<file path="src/rtl/multicycle_ctrl.sv">
// Multi-cycle RV32I control sequencer: INIT/IF/ID/EX/MEM/WB/HALT with
// req/ready handshakes, datapath control decode, retire counter and timeout.
module multicycle_ctrl #(
  parameter int unsigned CNT_W   = 32,
  parameter int unsigned TIMEOUT = 255
) (
  input  logic             CLK,
  input  logic             RSTn,
  input  logic [31:0]      I_INST,
  input  logic             I_IMEM_READY,
  input  logic             I_DMEM_READY,
  input  logic             I_BR_TAKEN,
  output logic             O_IMEM_REQ,
  output logic             O_IR_WE,
  output logic             O_PC_WE,
  output logic [1:0]       O_PC_SEL,
  output logic             O_ALU_SRC,
  output logic [3:0]       O_ALU_OP,
  output logic             O_DMEM_REQ,
  output logic             O_DMEM_WE,
  output logic             O_RF_WE,
  output logic [1:0]       O_WB_SEL,
  output logic [2:0]       O_STATE,
  output logic             O_HALT,
  output logic [1:0]       O_ERR,
  output logic [CNT_W-1:0] O_NUM_INST
);

  localparam int unsigned WAIT_W = (TIMEOUT < 2) ? 1 : $clog2(TIMEOUT + 1);

  localparam logic [6:0] OP_R      = 7'b0110011;
  localparam logic [6:0] OP_IMM    = 7'b0010011;
  localparam logic [6:0] OP_LUI    = 7'b0110111;
  localparam logic [6:0] OP_AUIPC  = 7'b0010111;
  localparam logic [6:0] OP_LOAD   = 7'b0000011;
  localparam logic [6:0] OP_STORE  = 7'b0100011;
  localparam logic [6:0] OP_JAL    = 7'b1101111;
  localparam logic [6:0] OP_JALR   = 7'b1100111;
  localparam logic [6:0] OP_BRANCH = 7'b1100011;
  localparam logic [6:0] OP_SYSTEM = 7'b1110011;

  localparam logic [3:0] ALU_ADD   = 4'b0000;
  localparam logic [3:0] ALU_SUB   = 4'b0001;
  localparam logic [3:0] ALU_AND   = 4'b0010;
  localparam logic [3:0] ALU_OR    = 4'b0011;
  localparam logic [3:0] ALU_SLT   = 4'b0100;
  localparam logic [3:0] ALU_SLL   = 4'b0101;
  localparam logic [3:0] ALU_XOR   = 4'b0110;
  localparam logic [3:0] ALU_SRA   = 4'b0111;
  localparam logic [3:0] ALU_SLTU  = 4'b1000;
  localparam logic [3:0] ALU_SRL   = 4'b1010;
  localparam logic [3:0] ALU_PASSB = 4'b1101;
  localparam logic [3:0] ALU_BEQ   = 4'b1110;
  localparam logic [3:0] ALU_BLT   = 4'b1111;
  localparam logic [3:0] ALU_BLTU  = 4'b1100;

  localparam logic [1:0] ERR_NONE    = 2'b00;
  localparam logic [1:0] ERR_ILLEGAL = 2'b01;
  localparam logic [1:0] ERR_TIMEOUT = 2'b10;

  typedef enum logic [2:0] {
    S_INIT = 3'd0,
    S_IF   = 3'd1,
    S_ID   = 3'd2,
    S_EX   = 3'd3,
    S_MEM  = 3'd4,
    S_WB   = 3'd5,
    S_HALT = 3'd6
  } state_e;

  state_e            state_q, state_d;
  logic [WAIT_W-1:0] wait_q, wait_d;
  logic [CNT_W-1:0]  num_q, num_d;
  logic [1:0]        err_q, err_d;
  logic              halt_q, halt_d;

  logic [6:0] opcode;
  logic [4:0] rd;
  logic [2:0] funct3;
  logic       funct7_b5;
  logic       is_store;
  logic       timeout_hit;
  logic       retire;
  logic [3:0] alu_op_dec;
  logic       alu_src_dec;
  logic       unused_inst;

  assign opcode      = I_INST[6:0];
  assign rd          = I_INST[11:7];
  assign funct3      = I_INST[14:12];
  assign funct7_b5   = I_INST[30];
  assign is_store    = (opcode == OP_STORE);
  assign unused_inst = ^{I_INST[31], I_INST[29:15]};
  // TIMEOUT of zero disables the wait limit entirely
  assign timeout_hit = (TIMEOUT != 0) && (wait_q == WAIT_W'(TIMEOUT));

  assign O_STATE    = state_q;
  assign O_HALT     = halt_q;
  assign O_ERR      = err_q;
  assign O_NUM_INST = num_q;

  // funct3 -> ALU op for register and immediate arithmetic
  function automatic logic [3:0] arith_op(input logic [2:0] f3, input logic alt,
                                          input logic sub_ok);
    logic [3:0] op;
    case (f3)
      3'b000:  op = (alt && sub_ok) ? ALU_SUB : ALU_ADD;
      3'b001:  op = ALU_SLL;
      3'b010:  op = ALU_SLT;
      3'b011:  op = ALU_SLTU;
      3'b100:  op = ALU_XOR;
      3'b101:  op = alt ? ALU_SRA : ALU_SRL;
      3'b110:  op = ALU_OR;
      default: op = ALU_AND;
    endcase
    return op;
  endfunction

  // ALU op and operand-B select decoded from the held instruction
  always_comb begin
    alu_op_dec  = ALU_ADD;
    alu_src_dec = 1'b1;
    case (opcode)
      OP_R: begin
        alu_op_dec  = arith_op(funct3, funct7_b5, 1'b1);
        alu_src_dec = 1'b0;
      end
      OP_IMM:  alu_op_dec = arith_op(funct3, funct7_b5, 1'b0);
      OP_LUI:  alu_op_dec = ALU_PASSB;
      OP_BRANCH: begin
        alu_src_dec = 1'b0;
        case (funct3[2:1])
          2'b10:   alu_op_dec = ALU_BLT;
          2'b11:   alu_op_dec = ALU_BLTU;
          default: alu_op_dec = ALU_BEQ;
        endcase
      end
      default: alu_op_dec = ALU_ADD;
    endcase
  end

  // State register plus retire counter, wait counter and sticky halt/error
  always_ff @(posedge CLK or negedge RSTn) begin
    if (!RSTn) begin
      state_q <= S_INIT;
      wait_q  <= '0;
      num_q   <= '0;
      err_q   <= ERR_NONE;
      halt_q  <= 1'b0;
    end else begin
      state_q <= state_d;
      wait_q  <= wait_d;
      num_q   <= num_d;
      err_q   <= err_d;
      halt_q  <= halt_d;
    end
  end

  // Next-state and combinational datapath controls
  always_comb begin
    state_d    = state_q;
    err_d      = err_q;
    halt_d     = halt_q;
    retire     = 1'b0;
    O_IMEM_REQ = 1'b0;
    O_IR_WE    = 1'b0;
    O_PC_WE    = 1'b0;
    O_PC_SEL   = 2'b00;
    O_ALU_SRC  = 1'b0;
    O_ALU_OP   = 4'b0000;
    O_DMEM_REQ = 1'b0;
    O_DMEM_WE  = 1'b0;
    O_RF_WE    = 1'b0;
    O_WB_SEL   = 2'b00;

    case (state_q)
      S_INIT: state_d = S_IF;
      S_IF: begin
        O_IMEM_REQ = 1'b1;
        if (I_IMEM_READY) begin
          O_IR_WE = 1'b1;
          state_d = S_ID;
        end else if (timeout_hit) begin
          state_d = S_HALT;
          err_d   = ERR_TIMEOUT;
          halt_d  = 1'b1;
        end
      end
      S_ID: begin
        case (opcode)
          OP_R, OP_IMM, OP_LUI, OP_AUIPC, OP_LOAD, OP_STORE,
          OP_JAL, OP_JALR, OP_BRANCH: state_d = S_EX;
          OP_SYSTEM: begin
            state_d = S_HALT;
            err_d   = ERR_NONE;
            halt_d  = 1'b1;
          end
          default: begin
            state_d = S_HALT;
            err_d   = ERR_ILLEGAL;
            halt_d  = 1'b1;
          end
        endcase
      end
      S_EX: begin
        O_ALU_OP  = alu_op_dec;
        O_ALU_SRC = alu_src_dec;
        if (opcode == OP_BRANCH) begin
          O_PC_WE  = 1'b1;
          O_PC_SEL = I_BR_TAKEN ? 2'b01 : 2'b00;
          retire   = 1'b1;
          state_d  = S_IF;
        end else if (opcode == OP_LOAD || is_store) begin
          state_d = S_MEM;
        end else begin
          state_d = S_WB;
        end
      end
      S_MEM: begin
        O_DMEM_REQ = 1'b1;
        O_DMEM_WE  = is_store;
        if (I_DMEM_READY) begin
          if (is_store) begin
            O_PC_WE = 1'b1;
            retire  = 1'b1;
            state_d = S_IF;
          end else begin
            state_d = S_WB;
          end
        end else if (timeout_hit) begin
          state_d = S_HALT;
          err_d   = ERR_TIMEOUT;
          halt_d  = 1'b1;
        end
      end
      S_WB: begin
        O_RF_WE = (rd != 5'd0);
        O_PC_WE = 1'b1;
        if (opcode == OP_JAL) begin
          O_PC_SEL = 2'b01;
          O_WB_SEL = 2'b10;
        end else if (opcode == OP_JALR) begin
          O_PC_SEL = 2'b10;
          O_WB_SEL = 2'b10;
        end else if (opcode == OP_LOAD) begin
          O_WB_SEL = 2'b01;
        end
        retire  = 1'b1;
        state_d = S_IF;
      end
      S_HALT: halt_d = 1'b1;
      default: state_d = S_INIT;
    endcase
  end

  // Retire count wraps naturally; wait count restarts on every state change
  always_comb begin
    num_d  = retire ? num_q + CNT_W'(1) : num_q;
    wait_d = wait_q;
    if (state_d != state_q) begin
      wait_d = '0;
    end else if ((state_q == S_IF || state_q == S_MEM) && !timeout_hit &&
                 wait_q != WAIT_W'(TIMEOUT)) begin
      wait_d = wait_q + WAIT_W'(1);
    end
  end

endmodule
</file>
<file path="config.mk">
export PLATFORM = sky130hd
export DESIGN_NAME = multicycle_ctrl
export DESIGN_NICKNAME = d
export VERILOG_FILES = /design/src/rtl/multicycle_ctrl.sv
export SDC_FILE = /design/constraint.sdc
export NUM_CORES = 1
export LEC_CHECK = 0
export CAP_MARGIN = 20
export CORE_MARGIN = 3
export CORE_UTILIZATION = 35
export DETAILED_ROUTE_END_ITERATION = 7
export GPL_ROUTABILITY_DRIVEN = 0
export PLACE_DENSITY = 0.75
export SKIP_CTS_REPAIR_TIMING = 1
export SYNTH_ARGS = -nofsm -noshare
export SYNTH_HDL_FRONTEND = slang
export SYNTH_SLANG_ARGS = --single-unit
</file>
<file path="constraint.sdc">
create_clock -name CLK -period 5 [get_ports CLK]
set_input_delay 1 -clock CLK [delete_from_list [all_inputs] [get_ports CLK]]
set_output_delay 1 -clock CLK [all_outputs]
set_load 0.005 [all_outputs]
</file>
* After elaboration in Yosys (flattened, before gate mapping) *
Cells that the tools add are included.

word-level totals
  flip-flop bits (word level) = 46
  output and inout port bits = 53
  word-level logic and storage cells = 101

cells by class
  $add $sub $neg = 2
  eq/ne operators = 30
  muxes and demuxes = 48
  reduce and logical (&&, ||, !) cells = 16

operators with widths
  operator                 number
  $pmux W4 S7              2
  $add A32 B1 Y32 const B  1
  $eq A7 B7 Y1 const B     4
  $eq A7 B6 Y1 const B     3
  $mux W1                  20
  $eq A3 B3 Y1 const B     6
  $mux W3                  6
  $pmux W3 S6              1
  $mux W2                  8
  $mux W8                  2
  $pmux W4 S4              1
  $eq A7 B5 Y1 const B     2
  $eq A3 B2 Y1 const B     4
  $pmux W2 S2              3
  $reduce_or A9 Y1         1
  $add A8 B1 Y8 const B    1
  $eq A8 B8 Y1 const B     1
  $mux W4                  2
  $ne A8 B8 Y1 const B     1
  $reduce_and A4 Y1        2
  $eq A7 B2 Y1 const B     1
  $eq A3 B1 Y1 const B     2
  $logic_not A3 Y1         2
  $ne A2 B2 Y1 const B     3
  other kinds (13)         17

* Logic depth before layout (Yosys ltp) *
Gate-level depths: netlist of run 1.

  word-level depth = 7
  gate-level depth with buffers = 7

* Worst setup path after synthesis of run 1 *
OpenSTA, ideal clock, no wires.

  path type = input to output
  start point = in I_INST[6]
  end point = out O_PC_WE
  arrival = 1.953 ns
  data required time = 4.000 ns
  path slack = 2.047 ns
  stages = 4
  cell sequence = buf_6 and4bb_4 a41oi_4 o21ai_1

on the way
  longest elaborated chain between the ends = 4

ends and longest elaborated chain
  what                line  RTL
  start: declaration  9     input logic [31:0] I_INST,
  $eq A7 B6 Y1        92    assign is_store = (opcode == OP_STORE);
  $mux W1             223   if (is_store) begin
  $mux W1             222   if (I_DMEM_READY) begin
  $pmux W1 S3 *       176   case (state_q)
  end: declaration    15    output logic O_PC_WE,

Every way passes the cells marked *; elsewhere a longest branch is shown, timed or not.

* Final worst setup path of run 1 *
  start point = in I_INST[2]
  end point = out O_ALU_OP[0]

on the way
  longest elaborated chain between the ends = 3

ends and longest elaborated chain
  what                                  line  RTL
  $eq A7 B7 Y1 (tied with other cells)  123   case (opcode)
  $pmux W4 S4 *                         123
  $mux W4 *                             176
  end: declaration                      18    output logic [3:0] O_ALU_OP,

Marked as above.

==> results of run 1 <==
-- cell type report --
cell class	instances	share of cell area
Clock buffer	5	0.0188
Clock inverter	3	0.0110
Inverter	5	0.00514
Multi-Input combinational cell	224	0.408
Sequential cell	46	0.315
Tap cell	99	0.0339
Timing Repair Buffer	75	0.208
-- power by group --
part	total (mW)	switching [mW]	internal, mW
sequential	0.490	0.0785	0.411
combinational	0.398	0.191	0.207
clock	0.274	0.126	0.147
-- through the flow --
step,hold WS (ps),cells
2_1_floorplan,466,289
3_3_place_gp,453,448
3_5_place_dp,468,448
4_1_cts,487,456
5_1_grt,507,457
6_report,483,457
-- synthesized netlist by cell type, types with 2 or more instances --
cell,number
a211oi_1,2
xnor2_1,32
nand2_1,22
nor4_1,3
and4_1,4
inv_1,5
dfrtp_1,46
nor2b_1,4
nor3_4,2
a21oi_1,8
xor2_1,6
o21ai_0,11
nor2_1,26
a21o_1,2
and2_1,2
buf_6,3
nand3b_1,2
o2111ai_1,5
and3_1,15
ha_1,2
buf_2,5
nand3_1,13
o21ai_1,10
o211ai_1,12
nand4_1,5
nor3_1,8
clkbuf_1,6
or2_2,2
o21a_1,3
-- registers in the layout, summed over array words and instances, names as in the netlist --
name,cells
O_NUM_INST,32
O_HALT,1
O_ERR,2
O_STATE,3
wait_q,8
-- worst max-delay path, stage by stage --
cell and delay (ps):
clkdlybuf4s50_1 540, and4bb_1 450, nand2_1 130, nor4b_1 290
o21ai_0 120, a21oi_1 170, clkdlybuf4s50_1 540
-- worst paths after layout --
kind,from,endpoint,depth (start not counted),slack [ps]
setup reg to reg,O_STATE[0],O_NUM_INST[20],5,2470
max in group asynchronous,RSTn,O_NUM_INST[30],2,3820
hold / removal,O_NUM_INST[31],O_NUM_INST[31],1,480
setup / recovery,I_INST[2],O_ALU_OP[0],7,760
hold reg to reg,O_NUM_INST[31],O_NUM_INST[31],1,480
min in group asynchronous,RSTn,O_NUM_INST[7],1,670
-- routing by layer --
layer  wire, um  part of all wire  vias up
li1           -                 -     1185
met1       3170              0.46     1196
met2       3130              0.46       78
met3        470             0.069        5
met4         57            0.0083        0
met5          0                 0        -
-- cells by family after synthesis --
group	synth area share
muxes	0.00776
and+or+nand+nor	0.237
DFF	0.420
adders and majority gates	0.00912
xor gates and xnor gates	0.121
buffers and inverters	0.0365
AOI/OAI and AO/OA	0.169
==> results.md, run 1 <==
* FP Rows at 31
* Largest net degree at the start of global routing at 47
* Slew HR at 0.321
* Final setup vio count at 0
* Initial core utilization at 0.370
* Ports at 90
* Total Wirelength at 6830 um
* Core Area at 0.00741 mm2
* Sequential element share of the synthesized area at 0.420
* Die H at 94.5 um
* Gr usage total at 0.158
* Worst setup margin at 764 ps
* Pre-CTS setup slack at 846 ps
* Top cell type's share of synthesized area at 0.420
* Commonest non-fill, non-tap cell in the layout: clkdlybuf4s50_1
* Worst-path fanout max at 8
* Max Freq at 236 MHz
* Status: finished, final reports clean
* Initial antenna violation count at 0
* Multi-input gate area at 0.00149 mm2
* Worst setup path class: input port to output port
* Register area at 0.00115 mm2
* Syn Inst Count at 289
* Syn Nets at 328
* Detailed-route via count at 2464
* Worst Path Arrival at 3240 ps
* Iteration-0 DRC Markers at 115
* Max Cap Violations at 0
* # H-tree levels at 2
* Post-synth EDFFs at 0
* CTS root buf: clkbuf_8
* CTS buffer count at 5
* I/O Buffers at 73
* GR peak layer: met2
* RSZ-0062 raised after global routing: false
* P_leak at 1.43 nW
* Cell variety after synth at 52
* Fin crit period at 4240 ps
* Power consumption at 1.16 mW
* Maximum VDD drop at 0.000156 V
* Die Wd at 94.5 um
* Synth top area cells: dfrtp_1 42%, xnor2_1 10%, nor2_1 3.6%, and3_1 3.4%, o211ai_1 3.3%
* Least-Margin Pin Slew at 1010 ps
* Post-Syn Area at 0.00274 mm2
* Fin util at 0.493
* Most frequent cells in the layout: 72 x clkdlybuf4s50_1, 46 x dfrtp_1, 32 x xnor2_1
* First-pass GRT wire length at 11500 um
* Area after DPL at 0.00352 mm2
* Vias in the first global route at 2398
* Dominant cell type by area after synthesis: dfrtp_1
* Full die area at 0.00893 mm2
* M1 GR Usage at 0.213
* Setup TNS at 0 ps
* Routed WL per cell at 14.9 um
* Critical Path Source Type: input port
* Vias/cell at 5.39
* Post-route ant nets at 0
* Hold Fails Final Rpt at 0
* Share of cells above drive strength 1 at 0.0642
* Ant. Diodes at 0
* Clk_lat worst skew at 300 ps
* Remaining DRCs at 0
* Sink Count at 46
* Remaining global-route overflow at 0
* #FFs+latches synth at 46
* Power Dens Cells at 318 mW/mm2
* Detailed Place HPWL at 4850 um
* Critical path endpoint category: output port
* Main synth FF type: dfrtp_1
* CTS Buffer Depth at 2
* Fin crit share at 0.847
* FFs w/ async S/R, synth at 1.00
* CTS tree: yes
* Grt met3 use at 0.0382
* Final Skew at 12.0 ps
* Final Net Count at 396
* Syn-to-layout area delta at 33.3%
* Fillcell total at 700
* M2 GR Usage at 0.256
* HP Class: flip-flop to flip-flop
* Clock-pin slew on the worst setup and hold paths at 90 ps
* Syn_area_per_cell at 9.49 um2
* Synth Warn # at 0
* Req. time, crit path at 4000 ps
* DRT Pass-1 Iters at 4
* Max-slew violation count at 0
* Final non-filler cell area at 0.00365 mm2
Power figures use the tool's default switching activity.
==> run 2: changes to the inputs <==
==> constraint.sdc (replaced) <==
create_clock -name CLK -period 3.9 [get_ports CLK]
set_input_delay 0.78 -clock CLK [delete_from_list [all_inputs] [get_ports CLK]]
set_output_delay 0.78 -clock CLK [all_outputs]
set_load 0.005 [all_outputs]
==> results.md, run 2 (synthesis gave the netlist of run 1 again) <==
* Cell Int Power at 0.991 mW
* DRT Pass-1 Iters at 4
* CTS buffer count at 5
* Worst setup margin at 257 ps
* Ant. Diodes at 0
* Area after DPL at 0.00356 mm2
* Fin util at 0.498
* Fin crit share at 0.934
* Status: finished, final reports clean
* Pre-CTS setup slack at 296 ps
* Clk_lat worst skew at 310 ps
* Initial core utilization at 0.370
* Commonest non-fill, non-tap cell in the layout: clkdlybuf4s50_1
* Gr usage total at 0.164
* Final Net Count at 401
* P_leak at 1.44 nW
* Req. time, crit path at 3120 ps
* Detailed Place HPWL at 5040 um
* Critical path endpoint category: output port
* Iteration-0 DRC Markers at 127
* Logic pwr share at 0.344
* Maximum VDD drop at 0.000213 V
* Least-Margin Pin Slew at 630 ps
* Full die area at 0.00893 mm2
* Final non-filler cell area at 0.00369 mm2
* Hold Fails Final Rpt at 0
* Sink Count at 46
* First-pass GRT wire length at 11900 um
* I/O Buffers at 73
* RSZ-0062 raised after global routing: false
* Switch Pwr at 0.527 mW
* Clock power share at 0.241
* Initial antenna violation count at 0
* Detailed-route via count at 2511
* Fillcell total at 705
* Routed WL per cell at 15.4 um
* Most frequent cells in the layout: 72 x clkdlybuf4s50_1, 46 x dfrtp_1, 32 x xnor2_1
* Worst setup path class: input port to output port
* Clock-pin slew on the worst setup and hold paths at 90 ps
* Share of cells above drive strength 1 at 0.0771
* Number of flip-flops in the largest register at 32
* Worst setup path start: I_INST[3]
* CTS root buf: clkbuf_8
* Vias in the first global route at 2496
* RR Endpoint: O_NUM_INST[22]
* Switching Fraction at 0.347
* CTS Buffer Depth at 2
* CTS tree: yes
* Worst R2R Path Depth at 4
* Largest net degree at the start of global routing at 47
* Final setup vio count at 0
* Post-route ant nets at 0
* Worst-path fanout max at 6
* Remaining global-route overflow at 0
* Total Wirelength at 7100 um
* Max Freq at 274 MHz
* Max Cap Violations at 0
* Final Skew at 11.6 ps
* Die H at 94.5 um
* Critical Path Source Type: input port
* Syn-to-layout area delta at 34.5%
* HP Class: input port to asynchronous set/reset pin
* Fin crit period at 3640 ps
* Setup TNS at 0 ps
* Vias/cell at 5.44
* Power Dens Cells at 411 mW/mm2
* Reg2Reg Setup Slack at 1780 ps
* Die Wd at 94.5 um
* Ports at 90
* Sequential group share of total power at 0.415
* # H-tree levels at 2
* Core Area at 0.00741 mm2
* Remaining DRCs at 0
* Max-slew violation count at 0
* Worst Path Arrival at 2860 ps
* Worst r2r src: O_STATE[2]
* Slew HR at 0.579
* FP Rows at 31
## run 2: cell types whose count changed in the layout (fill, tap and decap cells not counted), sizes merged
cell,before,now
clkinv,2,0
clkinvlp,0,2
buf,3,8
## run 2: layout make-up
cell class	instances	area (um2)	area share
Timing Repair Buffer	80	791	0.214
Inverter	5	18.8	0.00509
Multi-Input combinational cell	224	1490	0.404
Sequential cell	46	1150	0.312
Clock buffer	5	68.8	0.0187
Clock inverter	3	45.0	0.0122
Tap cell	99	124	0.0336
## run 2: worst max path at each step
stage	endpoint	slack [ps]
CTS	O_ALU_OP[0]	280
floorplan	O_PC_WE	1390
global route	O_ALU_OP[0]	110
finish	O_ALU_OP[0]	260
detailed placement	O_ALU_OP[0]	300
global placement	O_ALU_OP[0]	330
## run 2: metrics by stage
stage | std cells | hold slack [ps] | total power [mW]
detailed placement | 453 | 465 | 1.16
global placement | 453 | 450 | 1.15
finish | 462 | 296 | 1.52
floorplan | 289 | 466 | 0.919
CTS | 461 | 488 | 1.52
global route | 462 | 288 | 1.61
## run 2: worst max-delay path, cell delays in order
cell	delay, ps
clkdlybuf4s50_1	470
and4bb_1	410
nand2_1	130
nor4b_1	260
o21ai_0	110
a21oi_1	170
clkdlybuf4s50_1	530
## run 2: per-layer routing
metal | track usage | part of all wire | vias up
met5 | 0 | 0 | -
met4 | 0.0529 | 0.012 | 0
met3 | 0.0319 | 0.071 | 8
met2 | 0.267 | 0.46 | 95
met1 | 0.221 | 0.46 | 1216
li1 | - | - | 1192
## run 2: power by group through the flow
stage / registers (mW) / logic, mW / clock network, mW
floorplan: 0.581 / 0.339 / 0
global placement: 0.634 / 0.514 / 0
detailed placement: 0.638 / 0.523 / 0
CTS: 0.630 / 0.525 / 0.369
global route: 0.642 / 0.580 / 0.392
finish: 0.629 / 0.522 / 0.366
